===== src/rtl/cache_arbiter_rr.sv =====
// -----------------------------------------------------------------------------
// cache_arbiter_rr
//   Funnels line-sized read/write requests from NUM_PORTS L1 caches onto one
//   downstream memory port. Only one transaction is outstanding at a time.
//   Arbitration is round-robin (PRIO_MODE = 0) or fixed priority with the
//   lowest index winning (PRIO_MODE = 1). All outputs are registered.
//
// Ports
//   clk          clock
//   rst          asynchronous active-high reset
//   req_read     per-port read request, held until that port's req_resp bit
//   req_write    per-port write request, held until that port's req_resp bit
//   req_address  per-port line address, port i in bits [32i+31:32i]
//   req_wdata    per-port write line, port i in slice i
//   req_resp     one-cycle completion pulse to the granted port
//   req_rdata    last read line, shared, valid while req_resp is high
//   mem_read     downstream read strobe
//   mem_write    downstream write strobe
//   mem_address  downstream line address
//   mem_wdata    downstream write line
//   mem_resp     downstream completion
//   mem_rdata    downstream read line, valid with mem_resp
// -----------------------------------------------------------------------------
module cache_arbiter_rr #(
   parameter int unsigned NUM_PORTS = 3,
   parameter int unsigned S_LINE    = 256,
   parameter int unsigned PRIO_MODE = 0
) (
   input  logic                          clk,
   input  logic                          rst,
   input  logic [NUM_PORTS-1:0]          req_read,
   input  logic [NUM_PORTS-1:0]          req_write,
   input  logic [32*NUM_PORTS-1:0]       req_address,
   input  logic [S_LINE*NUM_PORTS-1:0]   req_wdata,
   output logic [NUM_PORTS-1:0]          req_resp,
   output logic [S_LINE-1:0]             req_rdata,
   output logic                          mem_read,
   output logic                          mem_write,
   output logic [31:0]                   mem_address,
   output logic [S_LINE-1:0]             mem_wdata,
   input  logic                          mem_resp,
   input  logic [S_LINE-1:0]             mem_rdata
);

   localparam int unsigned PW = (NUM_PORTS > 1) ? $clog2(NUM_PORTS) : 1;

   typedef enum logic [1:0] {StIdle, StBusy, StDone} state_t;

   state_t                 r_state;
   logic [PW-1:0]          r_rr_ptr;
   logic [PW-1:0]          r_grant;
   logic                   r_mem_read;
   logic                   r_mem_write;
   logic [31:0]            r_mem_address;
   logic [S_LINE-1:0]      r_mem_wdata;
   logic [S_LINE-1:0]      r_rdata;
   logic [NUM_PORTS-1:0]   r_req_resp;

   logic [NUM_PORTS-1:0]   w_pending;
   logic                   w_any;
   logic [PW-1:0]          w_sel;
   logic                   w_sel_write;
   logic [31:0]            w_sel_addr;
   logic [S_LINE-1:0]      w_sel_wdata;
   logic [NUM_PORTS-1:0]   w_grant_oh;
   logic [PW-1:0]          w_rr_next;

   assign w_pending = req_read | req_write;
   assign w_any     = |w_pending;

   // Grant selection. Round-robin scans upward from r_rr_ptr; the wrap is an
   // explicit compare so non-power-of-two port counts never alias.
   always_comb begin
      int unsigned idx;
      logic        found;
      idx   = 0;
      found = 1'b0;
      w_sel = '0;
      for (int unsigned off = 0; off < NUM_PORTS; off++) begin
         if (PRIO_MODE != 0) begin
            idx = off;
         end else begin
            idx = 32'(r_rr_ptr) + off;
            if (idx >= NUM_PORTS) begin
               idx = idx - NUM_PORTS;
            end
         end
         if (!found && w_pending[idx[PW-1:0]]) begin
            found = 1'b1;
            w_sel = idx[PW-1:0];
         end
      end
   end

   // Per-port fields of the selected port; write wins when both ops are high.
   always_comb begin
      w_sel_write = 1'b0;
      w_sel_addr  = '0;
      w_sel_wdata = '0;
      for (int unsigned p = 0; p < NUM_PORTS; p++) begin
         if (w_sel == PW'(p)) begin
            w_sel_write = req_write[p];
            w_sel_addr  = req_address[p*32 +: 32];
            w_sel_wdata = req_wdata[p*S_LINE +: S_LINE];
         end
      end
   end

   always_comb begin
      w_grant_oh = '0;
      for (int unsigned p = 0; p < NUM_PORTS; p++) begin
         w_grant_oh[p] = (r_grant == PW'(p));
      end
   end

   assign w_rr_next = (r_grant == PW'(NUM_PORTS - 1)) ? '0 : r_grant + PW'(1);

   always_ff @(posedge clk or posedge rst) begin
      if (rst) begin
         r_state       <= StIdle;
         r_rr_ptr      <= '0;
         r_grant       <= '0;
         r_mem_read    <= 1'b0;
         r_mem_write   <= 1'b0;
         r_mem_address <= '0;
         r_mem_wdata   <= '0;
         r_rdata       <= '0;
         r_req_resp    <= '0;
      end else begin
         unique case (r_state)
            StIdle: begin
               // mem_resp is deliberately ignored here.
               if (w_any) begin
                  r_grant       <= w_sel;
                  r_mem_address <= w_sel_addr;
                  r_mem_wdata   <= w_sel_wdata;
                  r_mem_write   <= w_sel_write;
                  r_mem_read    <= ~w_sel_write;
                  r_state       <= StBusy;
               end
            end
            StBusy: begin
               if (mem_resp) begin
                  // A write leaves the previous read line visible.
                  if (r_mem_read) begin
                     r_rdata <= mem_rdata;
                  end
                  r_mem_read  <= 1'b0;
                  r_mem_write <= 1'b0;
                  r_req_resp  <= w_grant_oh;
                  r_state     <= StDone;
               end
            end
            StDone: begin
               r_req_resp <= '0;
               if (PRIO_MODE == 0) begin
                  r_rr_ptr <= w_rr_next;
               end
               r_state <= StIdle;
            end
            default: begin
               r_state <= StIdle;
            end
         endcase
      end
   end

   assign req_resp    = r_req_resp;
   assign req_rdata   = r_rdata;
   assign mem_read    = r_mem_read;
   assign mem_write   = r_mem_write;
   assign mem_address = r_mem_address;
   assign mem_wdata   = r_mem_wdata;

endmodule

===== config.mk =====
export PLATFORM = sky130hd
export DESIGN_NAME = cache_arbiter_rr
export DESIGN_NICKNAME = d
export VERILOG_FILES = /design/src/rtl/cache_arbiter_rr.sv
export SDC_FILE = /design/constraint.sdc
export NUM_CORES = 1
export LEC_CHECK = 0
export ABC_AREA = 0
export CORE_AREA = 2 2 650 652
export CTS_CLUSTER_DIAMETER = 100
export DETAILED_ROUTE_END_ITERATION = 7
export DIE_AREA = 0 0 652 654
export GPL_TIMING_DRIVEN = 0
export MAX_ROUTING_LAYER = met4
export PLACE_DENSITY = 0.33
export SLEW_MARGIN = 5
export SYNTH_ARGS = -nofsm -noshare
export SYNTH_HDL_FRONTEND = slang
export SYNTH_SLANG_ARGS = --single-unit

===== constraint.sdc =====
create_clock -name clk -period 22.8 [get_ports clk]
set_input_delay 4.56 -clock clk [delete_from_list [all_inputs] [get_ports clk]]
set_output_delay 4.56 -clock clk [all_outputs]
set_load 0.02 [all_outputs]

==> flow_summary.ini, run 1 <==
[placed_design]
dpl_worst_slack_ns = 13.22
portBuffers = 1677
dpl_cell_area_sq_mm = 0.0480
dp_hpwl_um = 317000
gp_congestion = 1.10

[grt]
antenna_found_initial = 307
grt_use_total_pct = 16.3
grt_pass1_vias = 28200
overflow = 0
grt_pass1_wl_um = 418000
grt_max_degree = 96

[outcome]
outcome = stopped before the end
firstError = [ERROR DRT-0255] Maze Route cannot find path of net req_wdata[554] in worker of routeBox ( 627900 96600 ) ( 652000 144900 ).
lastStage = detailed routing (5_2_route)

[synthesis]
synth_top_area_share_pct = 57.6
synth_largest_area_cell = dfrtp_1
synth.distinct_cells = 46
synth_nets = 2993
yosysWarnings = 0
synth_area_per_cell_sq_um = 13.0
ys_seq_elements = 555
synth_area_leaders = dfrtp_1 58%, mux2_2 12%, a221o_1 8.4%
synth_seq_area_share_pct = 57.6
synth_cells = 1861
synth_area_sq_mm = 0.0241

[clock_network]
cts_max_path_buffers = 4
cts_buffers = 91
cts.htree.levels = 3
cts.repair.resized = 0
clkSinkCount = 555
cts-root-buf = clkbuf_16
postCtsHoldBufs = 0
post_cts_buffers = 0

[floorplanning]
io_pins = 1678
fp.dieH_um = 654
rows = 238
initial_core_util_pct = 5.75
die_width_um = 652
[cell families after synthesis]
family	synth area share, %
multiplexers	12.0
buffers and inverters	3.24
AND/OR/NAND/NOR	2.21
AO/OA/AOI/OAI	24.7
flip-flops	57.6
adder cells (fa/ha/maj)	0.156
[synth_stat cells, drive strengths merged]
library cell / instances
a211o: 1
a211oi: 1
a21o: 3
a21oi: 48
a221o: 203
a221oi: 44
a22o: 206
a311oi: 1
a31o: 1
a31oi: 1
and2: 1
and3: 1
and4b: 1
buf: 53
clkbuf: 133
dfrtp: 555
ha: 3
inv: 6
mux2: 257
mux2i: 1
nand2: 53
nand2b: 2
nand3: 2
nand3b: 1
nor2: 53
nor2b: 2
nor3: 6
nor4: 1
o2111a: 1
o2111ai: 1
o211a: 40
o211ai: 1
o21a: 2
o21ai: 85
o21bai: 1
o22ai: 84
o31ai: 1
o41ai: 2
or2: 2
or4: 1
[metal layers]
| layer | global-route usage (%) |
|---|---|
| met5 | - |
| met4 | 5.42 |
| met3 | 7.48 |
| met2 | 26.8 |
| met1 | 17.5 |
[stage by stage]
step	utilization (%)	std cells	hold WS, ns
after global routing	12.2	9366	0.512
after CTS	12.1	9221	0.490
after detailed placement	11.5	9066	0.475
after global placement	11.4	9058	0.469
after floorplan	-	1861	0.477
==> run 2: changes to the inputs <==
Settings changed: CORE_AREA 2 2 650 652 to 2 2 652 654, CTS_CLUSTER_DIAMETER 100 to default, DIE_AREA 0 0 652 654 to 0 0 654 656, MAX_ROUTING_LAYER met4 to default, PLACE_DENSITY 0.33 to default, PLACE_DENSITY_LB_ADDON from default to 0.15.
==> run 2 against run 1 <==
- the run now ends clean
- synthesized area unchanged
- synthesized cell count stayed put
- global-route usage fell by 1.9 points
==> flow_summary.ini, run 2 <==
[outcome]
outcome = complete, no violations

[floorplanning]
io_pins = 1678
die-area_sq_mm = 0.429
initial_core_util_pct = 5.71
core_region_area_sq_mm = 0.422
die_width_um = 654
rows = 239
fp.dieH_um = 656

[clock_network]
postCtsHoldBufs = 0
cts.htree.levels = 3
cts_max_path_buffers = 4
cts.repair.resized = 0
tritoncts = built
post_cts_buffers = 0
cts_buffers = 92
clk-insertion-delay-late_ns = 0.80
clkSinkCount = 555
clkSlewWorstSetupHoldPaths_ns = 0.05
cts-root-buf = clkbuf_16

[finish]
layout-drive-gt1-share_pct = 12.8
layout_commonest_cell = clkdlybuf4s50_1
syn2layout_area_growth_pct = 114
nNetsFinal = 4776
fin_util_pct = 12.2
mostFrequentLayoutCells = 1677 x clkdlybuf4s50_1, 555 x dfrtp_1, 257 x mux2_2
postLayoutCellArea_sq_mm = 0.0516

[synthesis]
yosysWarnings = 0
synth_flop_cell = dfrtp_1
synth_nets = 2993
synth_area_sq_mm = 0.0241
synth_seq_area_share_pct = 57.6
synthArstFlopShare_pct = 100
post-synth-top-count-cell = dfrtp_1
synth_largest_area_cell = dfrtp_1
ys_seq_elements = 555
synth_top_area_share_pct = 57.6
yosys-top-cells-count = 555 x dfrtp_1, 257 x mux2_2, 206 x a22o_1
synth_area_per_cell_sq_um = 13.0
synth_area_leaders = dfrtp_1 58%, mux2_2 12%, a221o_1 8.4%
synth_cells = 1861
synth_edf_count = 0
synth.distinct_cells = 46

[timing]
slew_violations = 0
worstMarginPinSlew_ns = 1.35
finalCritPeriodShare_pct = 37.2
setup_viol = 0
fmax_mhz = 118
slew_headroom_pct = 9.72
post-route-min-period_ns = 8.48
rsz0062_at_grt = false
finalHoldViolations = 0
final.setup_skew_ns = 0.0228

[setup_path]
reg2reg_from = r_rr_ptr[0]$_DFFE_PP0P_
reg2reg_to = mem_wdata[223]$_DFFE_PP0P_
cp-start-kind = primary input
required_ns = 23.55
reg2reg_depth = 10
crit_fanout = 10
cp-end-kind = flip-flop
worstPathArrival_ns = 9.22
reg2reg_slack_ns = 17.92
setup.worst_path.class = primary input to flip-flop

[power_and_ir_drop]
vdd_drop_max_uv = 54.1
power_density_mw_per_mm2 = 142
p_leak_nw = 18.9
totalPowerFinal_mw = 7.32

[hold_path]
hp-class = flip-flop to flip-flop
whs_path_depth = 2
min_from = mem_wdata[107]$_DFFE_PP0P_
min_to = mem_wdata[107]$_DFFE_PP0P_

[drt]
vias_per_cell = 2.93
wl_per_cell_um = 34.1
drt-initial-drc-count = 1974
first_pass_iters = 5
vias = 27700
route.detailed.drc = 0
ant_nets = 0
totalWireLength_um = 322000

[grt]
use_met1_pct = 16.3
grt_pass1_wl_um = 389000
busiest_layer = met2
antenna_found_initial = 307
overflow = 0
grt.met3_usage_pct = 5.71
grt_max_degree = 93
grt_pass1_vias = 28300
grt_use_met2_pct = 25.5
grt_use_total_pct = 14.5

[placed_design]
dp_hpwl_um = 286000
portBuffers = 1677
gp_congestion = 0.904
dpl_cell_area_sq_mm = 0.0483

[flow_run]
drv_cap = 0
-- run 2: cell families after synthesis --
group	Yosys count	synth area share, %
buf+inv	192	3.24
fa+ha+maj	3	0.156
compound gates	727	24.7
simple gates	126	2.21
flops	555	57.6
mux	258	12.0
-- run 2: critical path, stage by stage --
cell and delay (ns):
clkdlybuf4s50_1 0.48, nor2_1 0.36, nor3_1 0.11, a311oi_2 1.07, o21ai_1 0.48, nor2_2 0.52
buf_2 0.60, clkbuf_1 0.69, a221o_1 0.26
-- run 2: layer usage --
| layer | wire length, um | share of wire [%] | vias to the layer above |
|---|---|---|---|
| met2 | 159000 | 49 | 1741 |
| met4 | 8440 | 2.6 | 126 |
| li1 | - | - | 11100 |
| met5 | 792 | 0.25 | - |
| met3 | 30400 | 9.5 | 600 |
| met1 | 124000 | 38 | 14100 |
-- run 2: stage by stage --
stage / instances / hold slack [ns] / setup WS [ns] / setup TNS (ns)
6_report: 9445 / 0.480 / 14.32 / 0
5_1_grt: 9394 / 0.506 / 14.13 / 0
4_1_cts: 9373 / 0.486 / 14.25 / 0
3_5_place_dp: 9213 / 0.474 / 13.25 / 0
3_3_place_gp: 9201 / 0.472 / -10.56 / -5585.24
2_1_floorplan: 1861 / 0.477 / 2.72 / 0
-- run 2: worst max-delay path by stage --
stage / startpoint / end / slack [ns] / depth (start not counted)
finish: req_write[2] / mem_wdata[223]$_DFFE_PP0P_ / 14.32 / 9
global route: req_write[2] / mem_wdata[223]$_DFFE_PP0P_ / 14.13 / 9
detailed placement: req_write[2] / mem_wdata[229]$_DFFE_PP0P_ / 13.25 / 9
global placement: rst / mem_wdata[104]$_DFFE_PP0P_ / -10.56 / 2
CTS: req_write[2] / mem_wdata[232]$_DFFE_PP0P_ / 14.25 / 9
floorplan: rst / mem_address[0]$_DFFE_PP0P_ / 2.72 / 1
-- run 2: layout make-up --
type                            count  area, sq um
Timing Repair Buffer             1689        17100
Sequential cell                   555        13900
Fill cell                       48200       371000
Inverter                            6         30.0
Multi-Input combinational cell   1114         9440
Buffer                            186          769
Clock inverter                     18          287
Tap cell                         5663         7090
Clock buffer                      142         2820
Antenna cell                       72          180
-- run 2: power breakdown --
part	switching (mW)	internal (mW)	leakage (nW)
Combinational	2.31	1.63	10.7
Clock	0.595	0.922	1.53
Sequential	0.381	1.48	6.69
Total	3.29	4.03	18.9
Note: power is estimated with default switching activity, not from simulation.
==> run 3: changes to the inputs <==
Clock period 22.8 ns to 7.6 ns, I/O delays scaled along.
==> run 3 against run 2 <==
- sequential share of layout area is essentially flat
- critical path depth stayed put
- combinational power grew to 2.9 times the previous value
- core utilization about the same
- critical path type unchanged
- largest cell class unchanged
==> flow_summary.ini, run 3 (same netlist as run 2, synthesis figures left out) <==
[clock_network]
cts.htree.levels = 3
postCtsHoldBufs = 0
clkSinkCount = 555
tritoncts = built
cts_buffers = 92
cts.repair.resized = 0
cts_max_path_buffers = 4
clkSlewWorstSetupHoldPaths_ns = 0.06
clk-insertion-delay-late_ns = 0.81
cts-root-buf = clkbuf_16
post_cts_buffers = 0

[floorplanning]
initial_core_util_pct = 5.71
die-area_sq_mm = 0.429
fp.dieH_um = 656
io_pins = 1678
rows = 239
core_region_area_sq_mm = 0.422
die_width_um = 654

[grt]
grt_pass1_wl_um = 380000
grt_max_degree = 35
grt_use_total_pct = 14.0
overflow = 0
antenna_found_initial = 274
grt_pass1_vias = 28100

[power_and_ir_drop]
vdd_drop_max_uv = 185
combPwrFrac_pct = 53.7
p_leak_nw = 18.9
switching_power_mw = 9.60
clockPowerShare_pct = 20.4
swShare_pct = 44.5
power_frac_seq_pct = 25.9
p_int_mw = 12.0
power_density_mw_per_mm2 = 418

[timing]
finalCritPeriodShare_pct = 69.7
slew_headroom_pct = 15.3
finalHoldViolations = 0
slew_violations = 0
post-route-min-period_ns = 5.29
holdWs_ns = 0.489
final.setup_skew_ns = 0.0417
setup_viol = 0
fmax_mhz = 189
worstMarginPinSlew_ns = 1.27
rsz0062_at_grt = false

[finish]
layout-drive-gt1-share_pct = 12.7
fillers = 48200
nNetsFinal = 4787
postLayoutCellArea_sq_mm = 0.0516
layout_commonest_cell = clkdlybuf4s50_1
syn2layout_area_growth_pct = 114
mostFrequentLayoutCells = 1677 x clkdlybuf4s50_1, 555 x dfrtp_1, 257 x mux2_2
register_area_sq_mm = 0.0139
multiInputGateArea_sq_mm = 0.00945

[setup_path]
reg2reg_depth = 10
reg2reg_to = mem_wdata[20]$_DFFE_PP0P_
setup.worst_path.class = primary input to flip-flop
worstPathArrival_ns = 5.96
reg2reg_from = r_rr_ptr[0]$_DFFE_PP0P_
crit_chain = clkdlybuf4s50_1 > nor2_1 > nor3_1 > a311oi_4 > o21ai_1 > nor2_2 > buf_2 > buf_1 > a221o_1
cpPeakStageDelay_ns = 0.86
cp-start-kind = primary input
required_ns = 8.27
crit_fanout = 10
cp-end-kind = flip-flop
critPathSlowestCell = a311oi_4
reg2reg_slack_ns = 2.87

[outcome]
outcome = complete, no violations

[hold_path]
whs_path_depth = 2
hp-class = flip-flop to flip-flop
min_from = mem_wdata[51]$_DFFE_PP0P_
min_to = mem_wdata[51]$_DFFE_PP0P_

[placed_design]
dp_hpwl_um = 277000
dpl_cell_area_sq_mm = 0.0485
gp_congestion = 0.926
portBuffers = 1677

[drt]
met3WireLength_um = 25300
vias_per_cell = 2.91
totalWireLength_um = 312000
drt-initial-drc-count = 1921
topRoutingLayerUsed = met5
ant_nets = 0
vias = 27500
first_pass_iters = 5
route.detailed.drc = 0
met2_length_um = 155000
wl_met1_um = 122000
wl_per_cell_um = 33.0

[flow_run]
drv_cap = 0
==> run 3: metal layers <==
metal	vias to the layer above	global-route usage, %
li1	11100	-
met1	14100	16.1
met2	1626	24.6
met3	553	4.64
met4	96	3.59
met5	-	0
==> run 3: cell type report <==
type,instances,area share [%]
clock inverters,20,0.604
clock buffers,135,5.16
flip-flops and latches,555,26.9
multi-input cells,1114,18.3
plain buffers,186,1.49
well taps,5663,13.7
diodes,71,0.344
repair buffers,1700,33.4
inverters,6,0.0509
==> run 3: critical path, delay by kind of cell <==
kind,cells,cell delay [ns]
buffers and inverters,3,1.76
AO/OA/AOI/OAI,3,1.62
AND/OR/NAND/NOR,3,1.03
==> run 3: stage by stage <==
stage	setup slack [ns]	setup TNS, ns	total power, mW	instances	util, %
2_1_floorplan	-1.47	-817.95	10.2	1861	-
3_3_place_gp	-8.47	-4396.14	17.4	9201	11.4
3_5_place_dp	1.71	0	17.4	9224	11.5
4_1_cts	2.59	0	22.1	9379	12.2
5_1_grt	2.35	0	22.6	9412	12.2
6_report	2.31	0	21.6	9450	12.2
==> run 3: how the worst max path moves through the flow <==
stage | slack, ns | start | end
final | 2.31 | req_write[2] | mem_wdata[20]$_DFFE_PP0P_
after global routing | 2.35 | req_write[2] | mem_wdata[20]$_DFFE_PP0P_
after CTS | 2.59 | req_write[2] | mem_wdata[20]$_DFFE_PP0P_
after detailed placement | 1.71 | req_write[2] | mem_wdata[20]$_DFFE_PP0P_
after global placement | -8.47 | rst | mem_wdata[227]$_DFFE_PP0P_
after floorplan | -1.47 | rst | mem_address[0]$_DFFE_PP0P_
==> run 3: power by group through the flow <==
stage / Clock [mW] / Combinational [mW] / Sequential, mW
CTS: 4.63 / 11.9 / 5.59
global placement: 0 / 11.8 / 5.63
global route: 4.69 / 12.2 / 5.75
detailed placement: 0 / 11.8 / 5.61
floorplan: 0 / 3.18 / 6.98
finish: 4.40 / 11.6 / 5.58
==> run 4: changes to the inputs <==
Clock period 7.6 ns to 4.6 ns, I/O delays scaled along.
==> run 4 against run 3 <==
- flip-flop and latch count unchanged
- count of clock-buffer cells in the layout unchanged
- worst setup slack got worse by 2.1 ns
- final cell count barely moved
- largest power group unchanged
- power grew 65%
==> flow_summary.ini, run 4 (same netlist as run 2, synthesis figures left out) <==
[grt]
use_met1_pct = 16.1
grt_pass1_vias = 28100
grt.met3_usage_pct = 4.64
grt_max_degree = 35
overflow = 0
busiest_layer = met2
antenna_found_initial = 274
grt_use_met2_pct = 24.6
grt_pass1_wl_um = 380000
grt_use_total_pct = 14.0

[clock_network]
cts_max_path_buffers = 4
clkSlewWorstSetupHoldPaths_ns = 0.06
postCtsHoldBufs = 0
clkSinkCount = 555
cts_buffers = 92
cts.htree.levels = 3
cts-root-buf = clkbuf_16
tritoncts = built
clk-insertion-delay-late_ns = 0.81

[setup_path]
path_buf_inv = 4
cpPeakStageDelay_ns = 0.79
critPathLaunch = r_rr_ptr[0]$_DFFE_PP0P_
required_ns = 5.27
reg2reg_from = r_rr_ptr[0]$_DFFE_PP0P_
crit_fanout = 10
worstPathArrival_ns = 5.02
crit_top_cell = inv_1
crit_chain = inv_1 > ha_1 > inv_1 > o41ai_1 > o21ai_4 > o21ai_1 > nor2_2 > buf_2 > clkdlybuf4s15_1 > a221o_1
cp-start-kind = flip-flop
setup.worst_path.class = flip-flop to flip-flop
critPathSlowestCell = clkdlybuf4s15_1
crit_family = buffers and inverters
cp-end-kind = flip-flop

[timing]
fmax_mhz = 230
holdWs_ns = 0.441
tns_ns = 0
worstMarginPinSlew_ns = 1.24
final.setup_skew_ns = 0.0424
post-route-min-period_ns = 4.35
rsz0062_at_grt = false
finalHoldViolations = 0
fin_ws_ns = 0.248
setup_viol = 0
slew_violations = 0
finalCritPeriodShare_pct = 94.6
slew_headroom_pct = 17.3

[drt]
drt-initial-drc-count = 1865
vias_per_cell = 2.90
vias = 27500
totalWireLength_um = 312000
route.detailed.drc = 0
wl_per_cell_um = 33.0
ant_nets = 0
first_pass_iters = 5

[finish]
layout_commonest_cell = clkdlybuf4s50_1
nNetsFinal = 4788
layout-drive-gt1-share_pct = 12.8
syn2layout_area_growth_pct = 114
postLayoutCellArea_sq_mm = 0.0516
mostFrequentLayoutCells = 1677 x clkdlybuf4s50_1, 555 x dfrtp_1, 257 x mux2_2
fin_util_pct = 12.2
fin_cells = 9452

[floorplanning]
die_width_um = 654
io_pins = 1678
initial_core_util_pct = 5.71
fp.dieH_um = 656
rows = 239
die-area_sq_mm = 0.429
core_region_area_sq_mm = 0.422

[flow_run]
drv_cap = 0

[power_and_ir_drop]
power_density_mw_per_mm2 = 690
switching_power_mw = 15.9
totalPowerFinal_mw = 35.6
power_frac_seq_pct = 25.9
combPwrFrac_pct = 53.8
p_int_mw = 19.8
vdd_drop_max_uv = 306
p_leak_nw = 18.9
swShare_pct = 44.5
clockPowerShare_pct = 20.4

[placed_design]
gp_congestion = 0.926
dp_hpwl_um = 277000
dpl_cell_area_sq_mm = 0.0485
dpl.cell_count = 9224
portBuffers = 1677
dpl_worst_slack_ns = -0.687

[hold_path]
hp-class = primary input to async pin

[outcome]
outcome = complete, no violations
## run 4: final cells by class
class | instances | area (sq um)
multi-input combinational | 1114 | 9460
sequential | 555 | 13900
clock buffer | 135 | 2670
timing repair buffer | 1701 | 17200
tap | 5663 | 7090
clock inverter | 20 | 312
inverter | 6 | 26.3
antenna | 72 | 180
buffer | 186 | 773
fill | 48200 | 371000
## run 4: final timing paths
check                                              to  slack (ns)  depth (start not counted)
setup / recovery            mem_wdata[20]$_DFFE_PP0P_        0.25                         10
hold / removal              mem_wdata[86]$_DFFE_PP0P_        0.44                          2
setup reg to reg            mem_wdata[20]$_DFFE_PP0P_        0.25                         10
hold reg to reg             mem_wdata[51]$_DFFE_PP0P_        0.49                          2
max in group asynchronous  mem_wdata[210]$_DFFE_PP0P_        1.84                         10
min in group clk            mem_wdata[51]$_DFFE_PP0P_        0.49                          2
## run 4: what timing repair did
| action | in CTS | in global routing |
|---|---|---|
| endpoints found under the setup margin | 0 | 75 |
| resized for setup | 0 | 3 |
| buffers inserted | 0 | 1 |
## run 4: metal layers
metal / share of wire [%] / vias to the layer above
li1: - / 11100
met1: 39 / 14100
met2: 50 / 1630
met3: 8.4 / 541
met4: 2.9 / 100
met5: 0.20 / -
## run 4: power groups by stage
stage | combinational [mW] | clock [mW] | sequential [mW]
6_report | 19.2 | 7.27 | 9.22
5_1_grt | 20.2 | 7.75 | 9.51
4_1_cts | 19.6 | 7.64 | 9.24
3_5_place_dp | 19.5 | 0 | 9.26
3_3_place_gp | 19.5 | 0 | 9.30
2_1_floorplan | 5.25 | 0 | 11.5
